<file path="src/rtl/ac_modport.sv">
// ac_modport: unsigned running accumulator.
// Each rising clk edge with rst high adds the zero-extended `in` to `sum`.
// Overflow either wraps modulo 2^SUM_W or clamps at all-ones (SATURATE=1).
// `sum` is the only state and comes straight from a flop.
//
// Reset release is expected to arrive already synchronised to clk, so no
// extra synchroniser stage sits in front of the flop. The first edge that
// sees rst high accumulates. An edge that coincides with the release does not.
module ac_modport #(
    parameter int IN_W     = 8,
    parameter int SUM_W    = 16,   // must be >= IN_W
    parameter bit SATURATE = 1'b0
) (
    input  logic             clk,
    input  logic             rst,  // asynchronous, active-low
    input  logic [IN_W-1:0]  in,
    output logic [SUM_W-1:0] sum
);

    // One extra bit keeps the carry, so overflow detection is exact.
    logic [SUM_W:0]   next_wide;
    logic [SUM_W-1:0] sum_next;

    assign next_wide = {1'b0, sum} + {{(SUM_W + 1 - IN_W){1'b0}}, in};

    // Choose between the wrapped sum and the clamp value for the next total.
    always_comb begin
        sum_next = next_wide[SUM_W-1:0];
        if (SATURATE && next_wide[SUM_W]) begin
            sum_next = '1;
        end
    end

    // Running total register; asynchronous clear discards any partial total.
    always_ff @(posedge clk or negedge rst) begin
        if (!rst) begin
            sum <= '0;
        end else begin
            sum <= sum_next;
        end
    end

endmodule

</file>
<file path="config.mk">
export PLATFORM = sky130hd
export DESIGN_NAME = ac_modport
export DESIGN_NICKNAME = d
export VERILOG_FILES = /design/src/rtl/ac_modport.sv
export SDC_FILE = /design/constraint.sdc
export NUM_CORES = 1
export LEC_CHECK = 0
export BUFFER_PORTS_ARGS = -buffer_cell sky130_fd_sc_hd__buf_2
export CAP_MARGIN = 10
export CELL_PAD_IN_SITES_DETAIL_PLACEMENT = 0
export CELL_PAD_IN_SITES_GLOBAL_PLACEMENT = 2
export CORE_MARGIN = 8
export CORE_UTILIZATION = 34
export DETAILED_ROUTE_END_ITERATION = 10
export MAX_ROUTING_LAYER = met4
export PLACE_DENSITY_LB_ADDON = 0.3
export SLEW_MARGIN = 40
export SYNTH_ARGS = -nofsm -noshare
export SYNTH_HDL_FRONTEND = slang
export SYNTH_SLANG_ARGS = --single-unit
export TNS_END_PERCENT = 30
</file>
<file path="constraint.sdc">
create_clock -name clk -period 4.6 [get_ports clk]
set_clock_uncertainty 0.1 [all_clocks]
set_input_delay 0.92 -clock clk [delete_from_list [all_inputs] [get_ports clk]]
set_output_delay 0.92 -clock clk [all_outputs]
set_load 0.05 [all_outputs]
</file>
* After elaboration in Yosys (flattened, before gate mapping)
Index checks and enable logic that the tools add are counted.
** Word-level totals
- Output and inout port bits :: 16
- Input port bits :: 10
- Register bits after elaboration :: 16
** Operators by class
- Add/sub/neg operators :: 1
** Operators by type and width (number)
- $add 16x8->16 :: 1

* Depth between registers and ports, before layout
- Depth in word-level cells :: 1
- Gate-level depth with buffers :: 7

* Least setup slack after synthesis
No wires, ideal clock.
- Path kind :: input to register
- Start point :: in in[0]
- End point :: reg sum[14]
- Slack :: 1921 ps
- Path buffers :: 0
- Required time :: 4356 ps
- Library setup time :: 144 ps
- Stages on the path :: 7
- Arrival time :: 2435 ps
- Path through :: ha_1 fa_1 a211oi_1 o21ai_0 a31oi_1 nor2_1 xor2_1
** Between the ends
- Word-level cells in the longest chain between the ends :: 1
** Ends and longest elaborated chain
- from (decl) :: line 16 : input logic [IN_W-1:0] in,
- $add 16x8->16 :: line 24 : assign next_wide = {1'b0, sum} + {{(SUM_W + 1 - IN_W){1'b0}}, in};
- net next_wide[14] :: line 21 : logic [SUM_W:0] next_wide;
- to (signal assigned) :: line 39 : sum <= sum_next;
- to (decl) :: line 17 : output logic [SUM_W-1:0] sum
The timed path passes the listed nets, and every way through them passes these cells.

* Worst setup path in the final report
- Start point :: in in[0]
- End point :: reg sum[10]
Same word-level chain as after synthesis.

==> metrics.cfg <==
[drt]
viasPerCell = 4.69
met2_length_um = 759
wl_per_cell_um = 13.5
drt_iter0_drc = 11
num_vias = 614
routed-wl-met3_um = 132
antenna_left = 0
drt-met1-wl_um = 865
wirelength_um = 1770
drcViolationCount = 0
top_layer_used = met4
drtPass1Iterations = 4

[die]
num_rows = 18
initial_core_util_pct = 35.7
io_pins = 26
die_x_um = 66.8
core_area_um2 = 2450
die_y_um = 66.8
fp.dieArea_um2 = 4460

[grt]
grt_pass1_wl_um = 2980
grt_pass1_vias = 635
grtUsageTotal_pct = 9.15
grt_max_degree = 17
grt-ovfl-total = 0
antenna_found_initial = 0

[placement]
place_congestion = 0.719
port_buffers = 25
dp_hpwl_um = 1420
dp_cells = 127
placed_area_um2 = 1040

[finish]
design_area_um2 = 1070
fillCellCount = 246
antenna_cells = 0
drive_gt1_share_pct = 36.6
instances_no_fill = 131
largest_register_ffs = 16
largest_registers = sum (16)
layout.nets = 121
regMostFlops = sum
final_common_cell = buf_2
area_delta_synth_final_pct = 22.7
layout_common_cells = 25 x buf_2, 16 x dfrtp_1, 8 x xnor2_1, 8 x ha_1, 6 x xor2_1

[worst_hold_path]
hold_path.class = reg -> reg
worst_hold_path.endpoint = sum[12]$_DFF_PN0_
whs_path_depth = 1
hold_start = sum[12]$_DFF_PN0_

[timing]
final.setup.tns_ns = 0
hold_slack_ns = 0.391
slew_headroom_pct = 70.0
rsz0062_at_grt = false
hold_violations = 0
fmax_ghz = 0.380
fin_crit_sh_pct = 57.3
setup_viol = 0
fin_crit_ns = 2.63
slew_violations = 0
worst_pin_slew_ns = 0.447

[critical_path]
max_stage_delay_ns = 0.43
worst_path_max_delay_cell = fa_1
critPathCaptureType = register
crit_arrival_ns = 2.72
critPathLaunch = in[0]
cp-start-kind = primary input
timing.rr.start = sum[0]$_DFF_PN0_
reg2reg_setup_slack_ns = 2.29
cp.required_ns = 4.68
reg2reg_depth = 7
path_cells = buf_2 -> ha_1 -> fa_1 -> a211oi_1 -> o21ai_0 -> a31oi_1 -> nor2_1 -> xor2_1
crit_type = in -> reg
timing.rr.end = sum[10]$_DFF_PN0_
cp_max_fo = 4

[synthesis]
netlist_area_um2 = 876
ys_seq_area_share_pct = 45.7
yosys.cell_types.count = 24
synthCells = 72
avgSynthCellArea_um2 = 12.2
synth_top_area_share_pct = 45.7
syn_nets = 91
ys_ff_latch = 16
yosys.area.top_type = dfrtp_1
yosysWarnings = 0
synth.area.top_cells = dfrtp_1 46%, ha_1 11%, xnor2_1 8.0%, xor2_1 6.0%, a2111oi_4 3.1%

[clocking]
clock_latency_ns = 0.29
cts_max_path_buffers = 2
cts_tree = done
cts.repair.resized = 0
cts-hold-fix-buffers = 0
cts_buffers = 3
h-tree-depth = 1
cts_setup_buffers = 0
clk_pin_slew_ns = 0.10
numClockSinks = 16
cts-root-buf = clkbuf_4

[outcome]
status = finished clean

[job]
drv_cap = 0

==> final cells by class <==
type	count	area (um^2)	area share, %
Multi-Input combinational cell	55	472	43.9
Sequential cell	16	400	37.3
Timing Repair Buffer	25	125	11.6
Tap cell	30	37.5	3.49
Clock buffer	4	36.3	3.38
Inverter	1	3.75	0.349
==> Yosys cell counts, drive strengths merged <==
| cell type | count |
|---|---|
| inv | 1 |
| and2 | 1 |
| fa | 1 |
| o21ai | 2 |
| dfrtp | 16 |
| nand3 | 1 |
| o211ai | 1 |
| a2111oi | 1 |
| nor3b | 1 |
| ha | 8 |
| a21o | 3 |
| nand2b | 1 |
| nand2 | 3 |
| a21oi | 4 |
| or2b | 2 |
| a31oi | 2 |
| a211oi | 1 |
| xnor2 | 8 |
| o21a | 1 |
| xor2 | 6 |
| and3 | 4 |
| nor2 | 4 |
==> routing by layer <==
layer	vias up	GRT usage (%)
li1	312	-
met1	282	11.6
met2	18	12.4
met3	2	4.70
met4	0	2.40
met5	-	-
==> critical path: cells and delay by family <==
kind | cells | cell delay [ns]
buffers and inverters | 1 | 0.10
AO/OA/AOI/OAI | 3 | 0.81
adder cells (fa/ha/maj) | 2 | 0.64
XOR/XNOR | 1 | 0.15
AND/OR/NAND/NOR | 1 | 0.10
==> worst max path at each step <==
stage                        end  slack, ns  cells past startpoint
2_1_floorplan  sum[14]$_DFF_PN0_       1.92                      7
3_3_place_gp   sum[14]$_DFF_PN0_       1.68                      8
3_5_place_dp   sum[10]$_DFF_PN0_       1.58                      8
4_1_cts        sum[10]$_DFF_PN0_       1.91                      8
5_1_grt        sum[10]$_DFF_PN0_       1.78                      8
6_report       sum[10]$_DFF_PN0_       1.97                      8
==> metrics by stage <==
step / setup slack, ns / util (%)
final: 1.97 / 43.8
after global routing: 1.78 / 43.8
after CTS: 1.91 / 43.8
after detailed placement: 1.58 / 42.3
after global placement: 1.68 / 42.3
after floorplan: 1.92 / -
==> logic make-up after synthesis <==
kind of cell	after synthesis	synth area share (%)
buf+inv	1	0.428
flops	16	45.7
simple gates	17	12.1
xor+xnor	14	14.0
fa+ha+maj	9	13.7
compound gates	15	14.0
Power is left out: the tool's default activity adds up to more than one toggle a clock period on the data nets, which glitch-free logic cannot reach.
